<file path="config.mk">
export PLATFORM = sky130hd
export DESIGN_NAME = mem_ctrl_flat
export DESIGN_NICKNAME = d
export VERILOG_FILES = /design/src/rtl/mem_ctrl_pkg.sv /design/src/rtl/mem_ctrl_if.sv /design/src/rtl/mc_byte_seq.sv /design/src/rtl/mem_ctrl.sv /design/src/flat_wrapper.sv
export SDC_FILE = /design/constraint.sdc
export NUM_CORES = 1
export LEC_CHECK = 0
export ABC_AREA = 1
export BUFFER_PORTS_ARGS = -buffer_cell sky130_fd_sc_hd__clkbuf_2
export CORE_MARGIN = 4
export CORE_UTILIZATION = 50
export CTS_CLUSTER_DIAMETER = 120
export DETAILED_ROUTE_END_ITERATION = 7
export PLACE_DENSITY = 0.72
export SYNTH_ARGS = -nofsm -noshare
export SYNTH_HDL_FRONTEND = slang
export SYNTH_SLANG_ARGS = --single-unit
</file>
<file path="constraint.sdc">
create_clock -name clk_in -period 4.1 [get_ports clk_in]
set_clock_uncertainty 0.05 [all_clocks]
set_input_delay 1.23 -clock clk_in [delete_from_list [all_inputs] [get_ports clk_in]]
set_output_delay 1.23 -clock clk_in [all_outputs]
set_load 0.05 [all_outputs]
</file>
<file path="src/rtl/mem_ctrl_pkg.sv">
// Shared types and constants for the byte-serial memory controller.
package mem_ctrl_pkg;

  typedef enum logic [1:0] {StIdle, StRd, StWr, StDone} state_e;
  typedef enum logic {OwnIf, OwnMem} owner_e;

  localparam logic READ  = 1'b0;
  localparam logic WRITE = 1'b1;

  localparam logic [2:0] LEN_B = 3'd1;
  localparam logic [2:0] LEN_H = 3'd2;
  localparam logic [2:0] LEN_W = 3'd4;

  localparam logic Busy    = 1'b1;
  localparam logic NotBusy = 1'b0;

  // Lengths above a word are treated as a word.
  function automatic logic [2:0] clamp_len(input logic [2:0] len);
    return (len > LEN_W) ? LEN_W : len;
  endfunction

endpackage

</file>
<file path="src/rtl/mem_ctrl_if.sv">
// Request, completion and RAM-port signals of the memory controller.
interface mem_ctrl_if #(
  parameter int unsigned ADDR_W = 32
);
  logic              IF_req_in;
  logic [31:0]       IF_addr_in;
  logic              MEM_req_in;
  logic              MEM_rw_in;
  logic [31:0]       MEM_addr_in;
  logic [31:0]       MEM_data_in;
  logic [2:0]        MEM_len_in;
  logic [7:0]        ram_data_in;
  logic              busyIF_out;
  logic              busyMEM_out;
  logic              IF_dataE_out;
  logic              MEM_dataE_out;
  logic [31:0]       data_out;
  logic              ram_rw_out;
  logic [ADDR_W-1:0] ram_addr_out;
  logic [7:0]        ram_data_out;

  modport master (
    output IF_req_in, IF_addr_in, MEM_req_in, MEM_rw_in, MEM_addr_in, MEM_data_in, MEM_len_in,
           ram_data_in,
    input  busyIF_out, busyMEM_out, IF_dataE_out, MEM_dataE_out, data_out, ram_rw_out,
           ram_addr_out, ram_data_out
  );

  modport slave (
    input  IF_req_in, IF_addr_in, MEM_req_in, MEM_rw_in, MEM_addr_in, MEM_data_in, MEM_len_in,
           ram_data_in,
    output busyIF_out, busyMEM_out, IF_dataE_out, MEM_dataE_out, data_out, ram_rw_out,
           ram_addr_out, ram_data_out
  );
endinterface

</file>
<file path="src/rtl/mc_byte_seq.sv">
// Byte sequencer: issues addr+k accesses, extracts write lanes, assembles read lanes.
module mc_byte_seq
  import mem_ctrl_pkg::*;
#(
  parameter int unsigned ADDR_W = 32
) (
  input  logic              clk_in,
  input  logic              rst_in,
  input  logic              start,
  input  logic              rw,
  input  logic [2:0]        len,
  input  logic [ADDR_W-1:0] addr,
  input  logic [31:0]       wdata,
  input  logic [7:0]        ram_rdata,
  output logic [ADDR_W-1:0] ram_addr,
  output logic [7:0]        ram_wdata,
  output logic              ram_rw,
  output logic [31:0]       rdata,
  output logic              last,
  output logic              done
);

  logic              active_q, active_d;
  logic              rw_q, rw_d;
  logic [2:0]        len_q, len_d;
  logic [2:0]        cyc_q, cyc_d;
  logic [ADDR_W-1:0] base_q, base_d;
  logic [31:0]       wdata_q, wdata_d;
  logic [31:0]       asm_q, asm_d;
  logic [ADDR_W-1:0] ram_addr_q, ram_addr_d;
  logic [7:0]        ram_wdata_q, ram_wdata_d;
  logic              ram_rw_q, ram_rw_d;
  logic [2:0]        step;
  logic [1:0]        wr_lane;
  logic [1:0]        rd_lane;

  // cyc_q counts edges since acceptance; the last issued byte is on the bus when cyc_q == len-1.
  assign last  = active_q && (cyc_q == len_q - 3'd1);
  assign done  = active_q && (rw_q == READ) && (cyc_q == len_q);
  assign rdata = asm_d;
  assign ram_addr  = ram_addr_q;
  assign ram_wdata = ram_wdata_q;
  assign ram_rw    = ram_rw_q;

  always_comb begin
    step        = cyc_q + 3'd1;
    wr_lane     = step[1:0];
    rd_lane     = 2'(step - 3'd2);
    active_d    = active_q;
    rw_d        = rw_q;
    len_d       = len_q;
    cyc_d       = cyc_q;
    base_d      = base_q;
    wdata_d     = wdata_q;
    asm_d       = asm_q;
    ram_addr_d  = '0;
    ram_wdata_d = '0;
    ram_rw_d    = 1'b0;
    if (start) begin
      active_d = (len != 3'd0);
      rw_d     = rw;
      len_d    = len;
      cyc_d    = 3'd0;
      base_d   = addr;
      wdata_d  = wdata;
      asm_d    = '0;
      if (len != 3'd0) begin
        ram_addr_d  = addr;
        ram_wdata_d = wdata[7:0];
        ram_rw_d    = rw;
      end
    end else if (active_q) begin
      cyc_d = step;
      if (step < len_q) begin
        ram_addr_d  = base_q + ADDR_W'(step);
        ram_wdata_d = wdata_q[{wr_lane, 3'b000} +: 8];
        ram_rw_d    = rw_q;
      end
      // RAM answers one cycle after the address, so byte k lands two edges after issue.
      if (rw_q == READ && step >= 3'd2) begin
        asm_d[{rd_lane, 3'b000} +: 8] = ram_rdata;
      end
      if (done || (rw_q == WRITE && last)) begin
        active_d = 1'b0;
      end
    end
  end

  always_ff @(posedge clk_in or negedge rst_in) begin
    if (!rst_in) begin
      active_q    <= 1'b0;
      rw_q        <= READ;
      len_q       <= 3'd0;
      cyc_q       <= 3'd0;
      base_q      <= '0;
      wdata_q     <= '0;
      asm_q       <= '0;
      ram_addr_q  <= '0;
      ram_wdata_q <= '0;
      ram_rw_q    <= 1'b0;
    end else begin
      active_q    <= active_d;
      rw_q        <= rw_d;
      len_q       <= len_d;
      cyc_q       <= cyc_d;
      base_q      <= base_d;
      wdata_q     <= wdata_d;
      asm_q       <= asm_d;
      ram_addr_q  <= ram_addr_d;
      ram_wdata_q <= ram_wdata_d;
      ram_rw_q    <= ram_rw_d;
    end
  end

endmodule

</file>
<file path="src/rtl/mem_ctrl.sv">
// Arbitrates the byte-wide RAM port between instruction fetch and the MEM stage.
module mem_ctrl
  import mem_ctrl_pkg::*;
#(
  parameter int unsigned ADDR_W = 32
) (
  input logic       clk_in,
  input logic       rst_in,
  mem_ctrl_if.slave bus
);

  state_e      state_q, state_d;
  owner_e      owner_q, owner_d;
  logic        busy_if_q, busy_if_d;
  logic        busy_mem_q, busy_mem_d;
  logic        if_de_q, if_de_d;
  logic        mem_de_q, mem_de_d;
  logic [31:0] data_q, data_d;

  logic        start;
  logic        req_rw;
  logic [2:0]  req_len;
  logic [31:0] req_addr;
  logic [31:0] seq_rdata;
  logic        seq_last;
  logic        seq_done;

  mc_byte_seq #(
    .ADDR_W(ADDR_W)
  ) u_seq (
    .clk_in    (clk_in),
    .rst_in    (rst_in),
    .start     (start),
    .rw        (req_rw),
    .len       (req_len),
    .addr      (ADDR_W'(req_addr)),
    .wdata     (bus.MEM_data_in),
    .ram_rdata (bus.ram_data_in),
    .ram_addr  (bus.ram_addr_out),
    .ram_wdata (bus.ram_data_out),
    .ram_rw    (bus.ram_rw_out),
    .rdata     (seq_rdata),
    .last      (seq_last),
    .done      (seq_done)
  );

  always_ff @(posedge clk_in or negedge rst_in) begin
    if (!rst_in) begin
      state_q    <= StIdle;
      owner_q    <= OwnIf;
      busy_if_q  <= NotBusy;
      busy_mem_q <= NotBusy;
      if_de_q    <= 1'b0;
      mem_de_q   <= 1'b0;
      data_q     <= '0;
    end else begin
      state_q    <= state_d;
      owner_q    <= owner_d;
      busy_if_q  <= busy_if_d;
      busy_mem_q <= busy_mem_d;
      if_de_q    <= if_de_d;
      mem_de_q   <= mem_de_d;
      data_q     <= data_d;
    end
  end

  // The DONE cycle doubles as an acceptance point; its owner has already dropped its request.
  always_comb begin
    state_d  = state_q;
    owner_d  = owner_q;
    start    = 1'b0;
    req_rw   = READ;
    req_len  = LEN_W;
    req_addr = bus.IF_addr_in;
    if (bus.MEM_req_in) begin
      req_rw   = bus.MEM_rw_in;
      req_len  = clamp_len(bus.MEM_len_in);
      req_addr = bus.MEM_addr_in;
    end
    unique case (state_q)
      StIdle, StDone: begin
        state_d = StIdle;
        if (bus.MEM_req_in || bus.IF_req_in) begin
          start   = 1'b1;
          owner_d = bus.MEM_req_in ? OwnMem : OwnIf;
          if (req_len == 3'd0) begin
            state_d = StDone;
          end else begin
            state_d = (req_rw == WRITE) ? StWr : StRd;
          end
        end
      end
      StRd: if (seq_done) state_d = StDone;
      StWr: if (seq_last) state_d = StDone;
      default: state_d = StIdle;
    endcase
  end

  always_comb begin
    busy_if_d  = NotBusy;
    busy_mem_d = NotBusy;
    if_de_d    = 1'b0;
    mem_de_d   = 1'b0;
    data_d     = '0;
    if (state_d != StIdle) begin
      if (owner_d == OwnIf) busy_if_d = Busy;
      else                  busy_mem_d = Busy;
    end
    if (state_d == StDone) begin
      if_de_d  = (owner_d == OwnIf);
      mem_de_d = (owner_d == OwnMem);
      data_d   = seq_rdata;
    end
  end

  assign bus.busyIF_out    = busy_if_q;
  assign bus.busyMEM_out   = busy_mem_q;
  assign bus.IF_dataE_out  = if_de_q;
  assign bus.MEM_dataE_out = mem_de_q;
  assign bus.data_out      = data_q;

endmodule
</file>
<file path="src/flat_wrapper.sv">
// flat-port wrapper written by rule: the top's interface ports become plain ports
module mem_ctrl_flat import mem_ctrl_pkg::*;
#(
  parameter int unsigned ADDR_W = 32
)
  (clk_in, rst_in, bus_IF_req_in, bus_IF_addr_in, bus_MEM_req_in, bus_MEM_rw_in, bus_MEM_addr_in, bus_MEM_data_in, bus_MEM_len_in, bus_ram_data_in, bus_busyIF_out, bus_busyMEM_out, bus_IF_dataE_out, bus_MEM_dataE_out, bus_data_out, bus_ram_rw_out, bus_ram_addr_out, bus_ram_data_out);
  mem_ctrl_if #(.ADDR_W(ADDR_W)) bus_i ();
  input logic clk_in;
  input logic rst_in;
  input wire logic [$bits(bus_i.IF_req_in)-1:0] bus_IF_req_in;
  input wire logic [$bits(bus_i.IF_addr_in)-1:0] bus_IF_addr_in;
  input wire logic [$bits(bus_i.MEM_req_in)-1:0] bus_MEM_req_in;
  input wire logic [$bits(bus_i.MEM_rw_in)-1:0] bus_MEM_rw_in;
  input wire logic [$bits(bus_i.MEM_addr_in)-1:0] bus_MEM_addr_in;
  input wire logic [$bits(bus_i.MEM_data_in)-1:0] bus_MEM_data_in;
  input wire logic [$bits(bus_i.MEM_len_in)-1:0] bus_MEM_len_in;
  input wire logic [$bits(bus_i.ram_data_in)-1:0] bus_ram_data_in;
  output wire logic [$bits(bus_i.busyIF_out)-1:0] bus_busyIF_out;
  output wire logic [$bits(bus_i.busyMEM_out)-1:0] bus_busyMEM_out;
  output wire logic [$bits(bus_i.IF_dataE_out)-1:0] bus_IF_dataE_out;
  output wire logic [$bits(bus_i.MEM_dataE_out)-1:0] bus_MEM_dataE_out;
  output wire logic [$bits(bus_i.data_out)-1:0] bus_data_out;
  output wire logic [$bits(bus_i.ram_rw_out)-1:0] bus_ram_rw_out;
  output wire logic [$bits(bus_i.ram_addr_out)-1:0] bus_ram_addr_out;
  output wire logic [$bits(bus_i.ram_data_out)-1:0] bus_ram_data_out;
  assign bus_i.IF_req_in = bus_IF_req_in;
  assign bus_i.IF_addr_in = bus_IF_addr_in;
  assign bus_i.MEM_req_in = bus_MEM_req_in;
  assign bus_i.MEM_rw_in = bus_MEM_rw_in;
  assign bus_i.MEM_addr_in = bus_MEM_addr_in;
  assign bus_i.MEM_data_in = bus_MEM_data_in;
  assign bus_i.MEM_len_in = bus_MEM_len_in;
  assign bus_i.ram_data_in = bus_ram_data_in;
  assign bus_busyIF_out = bus_i.busyIF_out;
  assign bus_busyMEM_out = bus_i.busyMEM_out;
  assign bus_IF_dataE_out = bus_i.IF_dataE_out;
  assign bus_MEM_dataE_out = bus_i.MEM_dataE_out;
  assign bus_data_out = bus_i.data_out;
  assign bus_ram_rw_out = bus_i.ram_rw_out;
  assign bus_ram_addr_out = bus_i.ram_addr_out;
  assign bus_ram_data_out = bus_i.ram_data_out;
  mem_ctrl #(.ADDR_W(ADDR_W)) u_core (.clk_in(clk_in), .rst_in(rst_in), .bus(bus_i));
endmodule
</file>
==> results_dict.tcl <==
set metrics [dict create \
    clockBufferDepth 2 \
    wl_um 22400 \
    cts_tree "done" \
    finalSetupViolations 0 \
    r2r_end "u_core.u_seq.ram_addr[24]" \
    synth_top_flop_cell "dfrtp_1" \
    drtIter0Drc 583 \
    postSynthCellCount 1079 \
    worstSetupEndpoint "u_core.u_seq.ram_addr[24]" \
    worstHoldStart "u_core.u_seq.wdata_q[10]" \
    worstHoldPathType "flip-flop to flip-flop" \
    worstSetupPathDepth 10 \
    ctsHoldBuffers 0 \
    die_x_um 141 \
    irDropWorstVdd_mv 0.287 \
    vias_per_cell 5.13 \
    timing.rr.start "u_core.u_seq.cyc_q[1]" \
    tightest_slew_ps 924 \
    synth_top_cell_area_share_pct 51.9 \
    synthMuxAreaShare_pct 0 \
    drive_gt1_share_pct 20.7 \
    ant_nets 0 \
    synth-async-reset-ratio_pct 100 \
    slowest_delay_ps 610 \
    ys_types 39 \
    synth_area_per_cell_um2 8.22 \
    fin_util_pct 60.8 \
    endpoint_kind "flip-flop" \
    synth_edf_count 0 \
    min_period_ps 3080 \
    startpoint_type "flip-flop" \
    synthAdderAreaFrac_pct 2.34 \
    crit_buf_inv 1 \
    fill_cells 1556 \
    max_cap_violations 0 \
    worstPathArrival_ps 3320 \
    place_area_um2 9950 \
    min_period_over_period_pct 75.1 \
    place_congestion 0.900 \
    area_delta_synth_final_pct 19.0 \
    syn-num-nets 1207 \
    root_buffer "clkbuf_16" \
    final-hold-violation-count 0 \
    numPortBuffers 188 \
    wl_per_cell_um 15.0 \
    cts.clk_slew.worst_paths_ps 70 \
    rows 48 \
    crit_family "simple AND/OR/NAND/NOR gates" \
    worst-setup-path-type "flip-flop to flip-flop" \
    path_cells "inv_1 -> ha_1 -> fa_1 -> nand2_1 -> a21oi_1 -> nand3b_1 -> nor2_1 -> nand3_1 -> nand3_1 -> o21ai_1" \
    htreeDepth 4 \
    dp_hpwl_um 16100 \
    synth_top_cell_by_area "dfrtp_1" \
    cts_made_buffers 17 \
    grt.total_usage_pct 23.2 \
    worstPathMaxFanout 9 \
    insertedDiodeCount 0 \
    relSlewSlack_pct 38.3 \
    synthTopCellsByArea "dfrtp_1 52%, nand2_1 14%, inv_1 5.7%" \
    drv_slew 0 \
    synth-seq-area-share_pct 51.9 \
    cts_num_sinks 184 \
    first_global_vias 7444 \
    post-route-drc-count 0 \
    reg2regPathDepth 10 \
    syn_area_um2 8870 \
    vias 7651 \
    antenna_found_initial 0 \
    synth_top_family_by_area "simple AND/OR/NAND/NOR gates" \
    leakagePower_nw 5.93 \
    ioPinCount 189 \
    post_cts_buffers 0 \
    synth_simple_gate_area_share_pct 25.6 \
    synth-xor-area-share_pct 0.296 \
    die_area_um2 19900 \
    cp.required_ps 4340 \
    gr-total-overflow 0 \
    rsz0062_at_grt "false" \
    grt_max_degree 77 \
    fp.coreArea_um2 17400 \
    power.density_nw_per_um2 345 \
    crit_top_cell "nand3_1" \
    yosysWarnings 0 \
    outcome "finished, final reports clean" \
    nets 1381 \
    ys_seq_elements 184 \
    max_freq_mhz 325 \
    cts-resized-gates 0 \
    die-height_um 141 \
    grt_pass1_wl_um 37300 \
    critPathLaunch "u_core.u_seq.cyc_q[1]" \
    r2r_slack_ps 1020 \
    cp_slowest_cell "ha_1" \
    synth_compound_area_share_pct 11.1 \
    synthMostInstantiatedCell "nand2_1" \
    setup_tns_ps 0 \
    clkLatencyLatePin_ps 420 \
    design_area_um2 10600 \
    synth_commonest_cells "336 x nand2_1, 184 x dfrtp_1, 134 x inv_1" \
    start_util_pct 51.1 \
    firstDrtPassIters 5 \
]
stage by stage:
stage / power, mW / setup WS (ps) / hold slack [ps] / std cells
detailed placement: 2.01 / 940 / 423 / 1459
global route: 3.77 / 747 / 461 / 1491
CTS: 3.67 / 1060 / 438 / 1491
floorplan: 1.89 / 1740 / 400 / 1079
global placement: 2.01 / 992 / 413 / 1459
finish: 3.64 / 1020 / 436 / 1491
worst min path at each step:
stage          cells past startpoint  slack [ps]                  endpoint
2_1_floorplan                      2         400  u_core.u_seq.wdata_q[10]
3_3_place_gp                       2         410  u_core.u_seq.wdata_q[11]
3_5_place_dp                       2         420  u_core.u_seq.wdata_q[10]
4_1_cts                            2         440  u_core.u_seq.wdata_q[10]
5_1_grt                            2         460    u_core.u_seq.base_q[0]
6_report                           2         440  u_core.u_seq.wdata_q[10]
worst reg2reg max path: cells and delay by family (launching register included):
kind | cells | cell delay [ps]
AOI/OAI and AO/OA | 2 | 400
adders and majority gates | 2 | 890
buffers and inverters | 1 | 150
DFF | 1 | 470
and+or+nand+nor | 5 | 990
where the power goes:
group / total [mW] / leakage, nW / switching, mW / internal, mW
Clock: 1.67 / 0.280 / 0.691 / 0.977
Combinational: 0.154 / 3.38 / 0.0973 / 0.0563
Sequential: 1.82 / 2.27 / 0.000131 / 1.82
per-layer routing:
metal | vias up | track usage (%) | part of all wire, %
met5 | - | 0 | 0
li1 | 3787 | - | -
met2 | 233 | 36.8 | 47
met4 | 0 | 5.20 | 1.2
met3 | 22 | 4.00 | 5.4
met1 | 3609 | 33.6 | 46
sequential cells by signal, indices dropped and copies added (netlist names), 2 cells and up:
name	flops
u_core.bus.data_out	32
u_core.u_seq.asm_q	32
u_core.u_seq.base_q	32
u_core.u_seq.ram_addr	32
u_core.u_seq.wdata_q	32
u_core.u_seq.ram_wdata	8
u_core.u_seq.cyc_q	3
u_core.u_seq.len_q	3
u_core.state_q	2
placed cells by master, fill, tap and decap left out, types with 2 or more instances in the layout:
master,count
or2_0,8
dfrtp_1,184
nand3_1,53
or2_2,3
ha_1,15
nor3_1,11
clkbuf_16,17
inv_2,5
o21ai_0,79
buf_4,9
clkinvlp_4,4
nand2_2,5
xor2_1,2
nand2_1,336
nand4_1,10
nor2_8,2
nor2_4,2
o211ai_1,34
o21ai_1,14
o22ai_1,12
nor2_1,67
bufinv_16,3
inv_1,134
nand3_4,2
clkinv_2,5
clkbuf_1,3
o221ai_1,8
clkbuf_2,187
nor2_2,9
nand3b_1,10
a31oi_1,8
a21oi_1,12
area by class of cell:
cell class | instances | area, um2 | area share, %
timing repair buffer | 198 | 1030 | 9.81
multi-input combinational | 709 | 3490 | 33.1
clock buffer | 21 | 450 | 4.27
sequential | 184 | 4600 | 43.6
clock inverter | 11 | 148 | 1.40
tap | 225 | 282 | 2.67
inverter | 143 | 541 | 5.12
logic make-up (layout without fill, tap and decap cells):
family,Yosys count,after routing
AO/OA/AOI/OAI,168,168
XOR/XNOR,3,3
adder cells (fa/ha/maj),16,16
buffers and inverters,186,373
flip-flops,184,184
AND/OR/NAND/NOR,522,522
No activity file was read; power rests on OpenSTA's default activity.
